$ cat src/rtl/axis_packet_merger.sv
// Merges pckt_count input packets of pckt_size beats into one output packet.
// Intermediate tlast is stripped; size violations are flagged or tolerated depending on
// RAISE_SIZE_MISMATCH. The output goes through a two-entry skid buffer.
module axis_packet_merger #(
  parameter int unsigned DATA_WIDTH          = 16,
  parameter bit          KEEP_ENABLE         = (DATA_WIDTH > 8),
  parameter int unsigned KEEP_WIDTH          = (DATA_WIDTH + 7) / 8,
  parameter bit          ID_ENABLE           = 1'b0,
  parameter bit          DEST_ENABLE         = 1'b0,
  parameter bit          USER_ENABLE         = 1'b0,
  parameter int unsigned ID_WIDTH            = ID_ENABLE ? 8 : 1,
  parameter int unsigned DEST_WIDTH          = DEST_ENABLE ? 8 : 1,
  parameter int unsigned USER_WIDTH          = USER_ENABLE ? 8 : 1,
  parameter int unsigned PCKT_WIDTH          = 32,
  parameter int unsigned CNT_WIDTH           = 16,
  parameter bit          ALLOW_LOCKS         = 1'b1,
  parameter bit          RAISE_SIZE_MISMATCH = 1'b1
) (
  input  logic                  clk,
  input  logic                  rst,
  input  logic                  operation_start,
  input  logic [PCKT_WIDTH-1:0] pckt_size,
  input  logic [CNT_WIDTH-1:0]  pckt_count,
  input  logic                  lock,
  input  logic                  external_error,
  output logic                  operation_busy,
  output logic                  operation_complete,
  output logic                  operation_error,
  output logic                  transmission,
  input  logic [DATA_WIDTH-1:0] s_axis_tdata,
  input  logic [KEEP_WIDTH-1:0] s_axis_tkeep,
  input  logic                  s_axis_tvalid,
  input  logic                  s_axis_tlast,
  output logic                  s_axis_tready,
  input  logic [ID_WIDTH-1:0]   s_axis_tid,
  input  logic [DEST_WIDTH-1:0] s_axis_tdest,
  input  logic [USER_WIDTH-1:0] s_axis_tuser,
  output logic [DATA_WIDTH-1:0] m_axis_tdata,
  output logic [KEEP_WIDTH-1:0] m_axis_tkeep,
  output logic                  m_axis_tvalid,
  output logic                  m_axis_tlast,
  input  logic                  m_axis_tready,
  output logic [ID_WIDTH-1:0]   m_axis_tid,
  output logic [DEST_WIDTH-1:0] m_axis_tdest,
  output logic [USER_WIDTH-1:0] m_axis_tuser
);

  localparam int unsigned PayloadWidth =
      DATA_WIDTH + KEEP_WIDTH + 1 + ID_WIDTH + DEST_WIDTH + USER_WIDTH;

  typedef enum logic [1:0] {
    StIdle = 2'd0,
    StOpe  = 2'd1,
    StErr  = 2'd2,
    StEnd  = 2'd3
  } state_e;

  state_e                  state_q, state_d;
  logic [PCKT_WIDTH-1:0]   size_q, size_d, beat_q, beat_d;
  logic [CNT_WIDTH-1:0]    count_q, count_d, pkt_q, pkt_d;
  logic                    busy_q, complete_q, error_q, transmission_q;
  logic                    m_valid_q, m_valid_d, skid_valid_q, skid_valid_d;
  logic [PayloadWidth-1:0] m_data_q, m_data_d, skid_data_q, skid_data_d, in_payload;

  logic                  lock_eff, s_fire, last_beat, last_pkt, mismatch, in_last;
  logic [KEEP_WIDTH-1:0] keep_in;
  logic [ID_WIDTH-1:0]   id_in;
  logic [DEST_WIDTH-1:0] dest_in;
  logic [USER_WIDTH-1:0] user_in;

  assign lock_eff      = ALLOW_LOCKS ? lock : 1'b0;
  // Skid buffer can take a beat whenever its second slot is empty.
  assign s_axis_tready = (state_q == StOpe) && !lock_eff && !skid_valid_q;
  assign s_fire        = s_axis_tvalid && s_axis_tready;
  assign last_beat     = (beat_q == size_q - PCKT_WIDTH'(1));
  assign last_pkt      = (pkt_q == count_q - CNT_WIDTH'(1));
  assign mismatch      = s_axis_tlast ^ last_beat;
  // Early tlast ends the merged packet only on the last input packet when tolerated.
  assign in_last       = s_axis_tlast ? (last_pkt || (RAISE_SIZE_MISMATCH && !last_beat))
                                      : (RAISE_SIZE_MISMATCH && last_beat);

  assign keep_in    = KEEP_ENABLE ? s_axis_tkeep : {KEEP_WIDTH{1'b1}};
  assign id_in      = ID_ENABLE ? s_axis_tid : '0;
  assign dest_in    = DEST_ENABLE ? s_axis_tdest : '0;
  assign user_in    = USER_ENABLE ? s_axis_tuser : '0;
  assign in_payload = {s_axis_tdata, keep_in, in_last, id_in, dest_in, user_in};

  // Next state and counters: external_error beats lock, lock beats normal flow.
  always_comb begin
    state_d = state_q;
    size_d  = size_q;
    count_d = count_q;
    beat_d  = beat_q;
    pkt_d   = pkt_q;
    if (external_error) begin
      state_d = StErr;
    end else if (!lock_eff) begin
      unique case (state_q)
        StIdle, StEnd: begin
          state_d = StIdle;
          if (operation_start) begin
            size_d  = pckt_size;
            count_d = pckt_count;
            beat_d  = '0;
            pkt_d   = '0;
            state_d = (pckt_size == '0 || pckt_count == '0) ? StErr : StOpe;
          end
        end
        StOpe: begin
          if (s_fire) begin
            if (mismatch && RAISE_SIZE_MISMATCH) begin
              state_d = StErr;
            end else if (s_axis_tlast) begin
              if (last_pkt) begin
                state_d = StEnd;
              end else begin
                beat_d = '0;
                pkt_d  = pkt_q + CNT_WIDTH'(1);
              end
            end else if (last_beat) begin
              beat_d = '0;
            end else begin
              beat_d = beat_q + PCKT_WIDTH'(1);
            end
          end
        end
        StErr: state_d = StIdle;
        default: state_d = StIdle;
      endcase
    end
  end

  // Two-entry skid buffer: output register plus one overflow slot.
  always_comb begin
    m_valid_d    = m_valid_q;
    m_data_d     = m_data_q;
    skid_valid_d = skid_valid_q;
    skid_data_d  = skid_data_q;
    if (!m_valid_q || m_axis_tready) begin
      if (skid_valid_q) begin
        m_data_d     = skid_data_q;
        m_valid_d    = 1'b1;
        skid_valid_d = 1'b0;
      end else begin
        m_valid_d = s_fire;
        if (s_fire) m_data_d = in_payload;
      end
    end else if (s_fire) begin
      skid_valid_d = 1'b1;
      skid_data_d  = in_payload;
    end
  end

  // State, counters, status flags and buffer registers.
  always_ff @(posedge clk) begin
    if (rst) begin
      state_q        <= StIdle;
      size_q         <= '0;
      count_q        <= '0;
      beat_q         <= '0;
      pkt_q          <= '0;
      busy_q         <= 1'b0;
      complete_q     <= 1'b0;
      error_q        <= 1'b0;
      transmission_q <= 1'b0;
      m_valid_q      <= 1'b0;
      m_data_q       <= '0;
      skid_valid_q   <= 1'b0;
      skid_data_q    <= '0;
    end else begin
      state_q        <= state_d;
      size_q         <= size_d;
      count_q        <= count_d;
      beat_q         <= beat_d;
      pkt_q          <= pkt_d;
      busy_q         <= (state_d == StOpe);
      complete_q     <= (state_d == StEnd);
      error_q        <= (state_d == StErr);
      transmission_q <= m_valid_q && m_axis_tready;
      m_valid_q      <= m_valid_d;
      m_data_q       <= m_data_d;
      skid_valid_q   <= skid_valid_d;
      skid_data_q    <= skid_data_d;
    end
  end

  assign operation_busy     = busy_q;
  assign operation_complete = complete_q;
  assign operation_error    = error_q;
  assign transmission       = transmission_q;
  assign m_axis_tvalid      = m_valid_q;
  assign {m_axis_tdata, m_axis_tkeep, m_axis_tlast, m_axis_tid, m_axis_tdest, m_axis_tuser} =
      m_data_q;

endmodule

$ cat config.mk
export PLATFORM = sky130hd
export DESIGN_NAME = axis_packet_merger
export DESIGN_NICKNAME = d
export VERILOG_FILES = /design/src/rtl/axis_packet_merger.sv
export SDC_FILE = /design/constraint.sdc
export NUM_CORES = 1
export LEC_CHECK = 0
export ABC_AREA = 1
export BUFFER_PORTS_ARGS = -buffer_cell sky130_fd_sc_hd__buf_2
export CAP_MARGIN = 20
export CORE_ASPECT_RATIO = 1.25
export CORE_MARGIN = 2
export CORE_UTILIZATION = 42
export CTS_BUF_LIST = sky130_fd_sc_hd__clkbuf_16
export DETAILED_ROUTE_END_ITERATION = 6
export PLACE_DENSITY_LB_ADDON = 0.08
export SYNTH_ARGS = -nofsm -noshare
export SYNTH_HDL_FRONTEND = slang
export SYNTH_SLANG_ARGS = --single-unit
$ cat constraint.sdc
create_clock -name clk -period 2.8 [get_ports clk]
set_input_delay 0.56 -clock clk [delete_from_list [all_inputs] [get_ports clk]]
set_output_delay 0.56 -clock clk [all_outputs]
set_load 0.01 [all_outputs]
# Yosys cells after proc, flatten, opt, wreduce, memory -nomap -nowiden
# Cells that the tools add are included.
[classes]
n_bitwise = 4
n_reduce_logical = 23
n_addsub = 4
eq_ne = 14
mux = 26
[ops]
columns = ["op", "n"]
rows = [
  ["$mux 32", 6],
  ["$mux 16", 5],
  ["$pmux 32 s2", 1],
  ["$mux 22", 2],
  ["$add 32x1->32 const B", 1],
  ["$eq 32x32->1", 1],
  ["$logic_not 32->1", 1],
  ["$pmux 16 s2", 1],
  ["$sub 32x1->32 const B", 1],
  ["$add 16x1->16 const B", 1],
  ["$eq 16x16->1", 1],
  ["$logic_not 16->1", 1],
  ["$mux 2", 8],
  ["$sub 16x1->16 const B", 1],
  ["$ne 2x2->1 const B", 5],
  ["$eq 2x2->1 const B", 4],
  ["$reduce_and 8->1", 1],
  ["$reduce_and 7->1", 1],
  ["$pmux 2 s3", 1],
  ["$eq 2x1->1 const B", 2],
  ["$logic_and 1x1->1", 4],
  ["$logic_not 1->1", 4],
  ["$reduce_and 2->1", 2],
  ["$reduce_and 4->1", 1],
  ["other kinds (8)", 15],
]
[word_totals]
word_cells = 84
regBits = 145
out_inout_bits = 28
in_bits = 77

# Longest topological paths before layout
[logic_depth]
depth_word = 10
ltp_mapped = 23
depth_no_buf = 23

# Least setup slack after synthesis
# No wires, ideal clock.
[synth_timing]
path_kind = "register -> register"
from = "reg size_q[0]"
to = "reg beat_q[10]"
required_time_ns = 2.659
slack_ns = 0.316
arrival_time_ns = 2.343
stages_incl_launch_ff = 22
synth_period_minus_slack_ns = 2.484
setup_ns = 0.141
n_path_buf = 2
path_cell_list = "dfxtp_1 > inv_1 > ha_1 > nand3_4 > nor2_2 > nand2_2 > nor2_2 > nor2_1 > nor2_1 > nand2_1 > nor2_1 > nand2_1 > nor2_2 > nand2_2 > nand2_2 > nand2_2 > inv_2 > o21ai_4 > buf_12 > buf_12 > nand3_1 > a21oi_1"
[synth_via]
elab_chain_len = 7
word_cells_on_any_way = 10
cone_classes = "add/sub: 1; eq/ne: 2; mux: 5; bitwise: 1; reduce/logical: 1"
[synth_rtl]
columns = ["item", "line_no", "rtl"]
rows = [
  ["from (decl)", "59", "logic [PCKT_WIDTH-1:0] size_q, size_d, beat_q, beat_d;"],
  ["from (signal assigned)", "172", "size_q <= size_d;"],
  ["$sub 32x1->32 (*)", "75", "assign last_beat = (beat_q == size_q - PCKT_WIDTH'(1));"],
  ["$eq 32x32->1 (*)", "75", ""],
  ["$mux 32", "120", "end else if (last_beat) begin"],
  ["$mux 32", "113", "end else if (s_axis_tlast) begin"],
  ["$mux 32", "111", "if (mismatch && RAISE_SIZE_MISMATCH) begin"],
  ["$mux 32", "110", "if (s_fire) begin"],
  ["$pmux 32 s2", "98", "unique case (state_q)"],
  ["to (signal assigned)", "174", "beat_q <= beat_d;"],
  ["to (decl)", "59", ""],
]
# Every way passes the cells marked *; elsewhere a longest branch is shown, timed or not. The select of a mux whose other input is x is not followed.
# A chain may end at the register's enable or synchronous reset.

# Worst setup path in the final report
[layout_timing]
from = "reg size_q[1]"
to = "reg pkt_q[14]"
[layout_via]
elab_chain_len = 5
[layout_rtl]
columns = ["item", "line_no", "rtl"]
rows = [
  ["$sub 32x1->32", "75", ""],
  ["$eq 32x32->1", "75", ""],
  ["$xor 1x1->1", "77", "assign mismatch = s_axis_tlast ^ last_beat;"],
  ["$ne 2x2->1 (no source line)", "n/a", ""],
  ["$reduce_and 8->1 (no source line)", "n/a", ""],
  ["to (signal assigned)", "175", "pkt_q <= pkt_d;"],
  ["to (decl)", "60", "logic [CNT_WIDTH-1:0] count_q, count_d, pkt_q, pkt_d;"],
]
# No other way between the ends.

==> results.cfg <==
[worst_hold_path]
hold_path.class = input port to flop
hold_path_depth = 3

[clock_network]
clockBufferDepth = 2
htreeDepth = 4
clkLatencyLatePin_ns = 0.44
cts-root-buf = clkbuf_16
clk_pin_slew_ns = 0.08
numCtsBuffers = 17
cts_tree = done
clock-sinks = 142

[finish]
finalNonFillerCells = 1954
area_growth_pct = 23.7
drive_above_1_share = 0.235
diodes = 0
nets = 1735

[floorplanning]
core_sq_um = 22800
rows = 62
dieWidth_um = 140
die_h_um = 174
die-area_sq_um = 24300
start_util = 0.425
io_pins = 105

[global_routing]
grt_max_degree = 69
grtUsageTotal = 0.255
overflow = 0
antenna_found_initial = 0
grt_pass1_vias = 9741
grt_pass1_wl_um = 49500

[critical_path]
crit_fanout = 13
reg2regPathDepth = 21
ff2ff_setup_slack_ns = 0.00007
worstPathArrival_ns = 3.09
cp-start-kind = flop
end_kind = flop
crit_required_ns = 3.09
worstSetupPathType = flop to flop

[drt]
routed-wl-met3_um = 860
drt-met1-wl_um = 12800
drt_iter0_markers = 434
vias = 10217
routed_via_density = 5.23
post-route-drc-count = 0
wl_met2_um = 16300
wirelength_um = 31400
drt_pre_antenna_iters = 5
highest_layer = met4
drt.antenna.violating_nets = 0
wl_per_cell_um = 16.1

[pwr]
power_frac_clock = 0.403
sequentialPowerShare = 0.355
peakVddDrop_mv = 0.405
p_switching_mw = 2.09
power_mw = 5.95
power_density_nw_per_um2 = 496
p_leak_nw = 5.06
internal_power_mw = 3.86
power_frac_comb = 0.242
swShare = 0.351

[yosys]
synth_top_family_by_area = simple AND/OR/NAND/NOR gates
yosysMostFrequentCell = nand2_1
yosys.area_share.xor_xnor = 0.0732
yosysUniqueCellTypes = 43
avgSynthCellArea_sq_um = 6.47
seq_area_frac_synth = 0.294
synth_area_leaders = dfxtp_1 29%, nand2_1 13%, nor2_1 9.8%, xor2_1 5.9%, o21ai_0 5.2%
yosysWarningCount = 0
synthFlopType = dfxtp_1
synth-async-reset-ratio = 0
postSynthCellCount = 1497
synth-seq-cells = 142
yosysTopAreaCell = dfxtp_1
synth_compound_area_frac = 0.128
yosys.area_share.simple = 0.413
synth_edf_count = 0
synth.area.mux_share = 0
synth_fa_ha_area_frac = 0.00646
syn_area_sq_um = 9690
synth.top_cell.area_share = 0.294
synth_common_cells = 346 x nand2_1, 252 x nor2_1, 142 x dfxtp_1, 109 x inv_1, 101 x o21ai_0

[timing]
setup_viol = 0
worst_pin_slew_ns = 0.757
hold_slack_ns = 0.355
finalCriticalPeriod_ns = 2.80
min_period_over_period = 1.00
max_freq_ghz = 0.357
hold_viol_final = 0
slew_viol_final = 0
relSlewSlack = 0.495
rsz0062_at_grt = yes
fin_skew_ns = 0.0133

[placement]
routabilityCongestion = 0.917
dp_cells = 1907
hpwlAfterDp_um = 23500
io_buffers = 98

[run]
cap_violations = 0

[status]
status = completed
## cells in the final DEF, fill, tap and decap left out, types with 5 or more instances in the layout
master     instances
a21oi_2           34
buf_6              6
buf_12             7
xor2_1            64
a31oi_1           18
inv_1            106
clkbuf_16         19
nor2_1           230
nand2_1          333
inv_2              7
nor2_2            22
nand4_1           27
o21bai_1           6
nand3_2           33
clkinv_8           7
nand2_2           16
dfxtp_1          139
nor3_1            69
o21ai_0           98
nand3_1           68
xnor2_1           16
a21oi_1           39
nor4_1            21
nand3b_1          22
inv_8              5
nor2_4            10
nand2_4           10
buf_2             98
buf_4             93
## area by class of cell
cell class	count	area (sq um)
flip-flops and latches	142	2850
inverters	116	435
fillers	2360	10800
repair buffers	207	1470
clock buffers	17	425
clock inverters	15	204
well taps	288	360
multi-input cells	1169	6240
## state kept, by name, indices dropped and copies added, names as in the netlist
register	cells
beat_q	32
size_q	32
m_data_q	19
skid_data_q	19
count_q	16
pkt_q	16
state_q	2
m_axis_tvalid	1
operation_busy	1
operation_complete	1
operation_error	1
skid_valid_q	1
transmission	1
## critical path: stages (launching register included)
cell and delay [ns]:
dfxtp_2 0.33, inv_2 0.07, ha_4 0.16, nand3_4 0.14
nor2_8 0.23, nand2_4 0.10, inv_2 0.06, nand2_1 0.04
nand2_1 0.07, nand2_1 0.06, nor2_2 0.13, nand3_1 0.08
nor2_1 0.11, nand4_1 0.20, nand2_4 0.12, inv_2 0.04
o21ai_4 0.18, buf_12 0.16, nand2_4 0.07, buf_12 0.15
nand2_1 0.07, a21oi_2 0.05
## cell families after synthesis
logic type	Yosys count
xor gates and xnor gates	81
and+or+nand+nor	872
DFF	142
other	1
buffers and inverters	188
adders and majority gates	5
AOI/OAI and AO/OA	208
## power groups by stage
stage	clock network, mW	registers (mW)	logic, mW
final	2.40	2.11	1.44
after global routing	2.53	2.12	1.60
after CTS	2.44	2.11	1.35
after detailed placement	0	2.16	1.29
after global placement	0	2.16	1.28
after floorplan	0	2.15	0.852
## per-layer routing
layer,GRT usage,vias up
met5,0,-
met4,0.123,0
met3,0.0309,68
met2,0.467,200
met1,0.290,4753
li1,-,5196
## per-stage QoR
step / utilization / setup TNS [ns] / setup WS (ns) / cell area [sq um]
final: 0.525 / 0 / 0.0000733 / 12000
after global routing: 0.525 / -8.94 / -0.209 / 12000
after CTS: 0.512 / -0.00226 / -0.00226 / 11700
after detailed placement: 0.479 / -6.42 / -0.186 / 10900
after global placement: 0.479 / -3.89 / -0.126 / 10900
after floorplan: - / 0 / 0.316 / 9690
## repair_timing
action                     4_1_cts  5_1_grt
setup endpoints to repair       54       54
buffers inserted                 3       10
gates cloned                     0        3
pin swaps                        7       25
resized for setup               29       47
hold buffers                     0        0
## final timing paths
kind / end / startpoint
worst max-delay path: pkt_q[14] / size_q[1]
worst min-delay path: skid_data_q[11] / s_axis_tdata[5]
worst max register to register: pkt_q[14] / size_q[1]
worst min register to register: transmission / m_axis_tvalid
(Power assumes the default switching activity.)
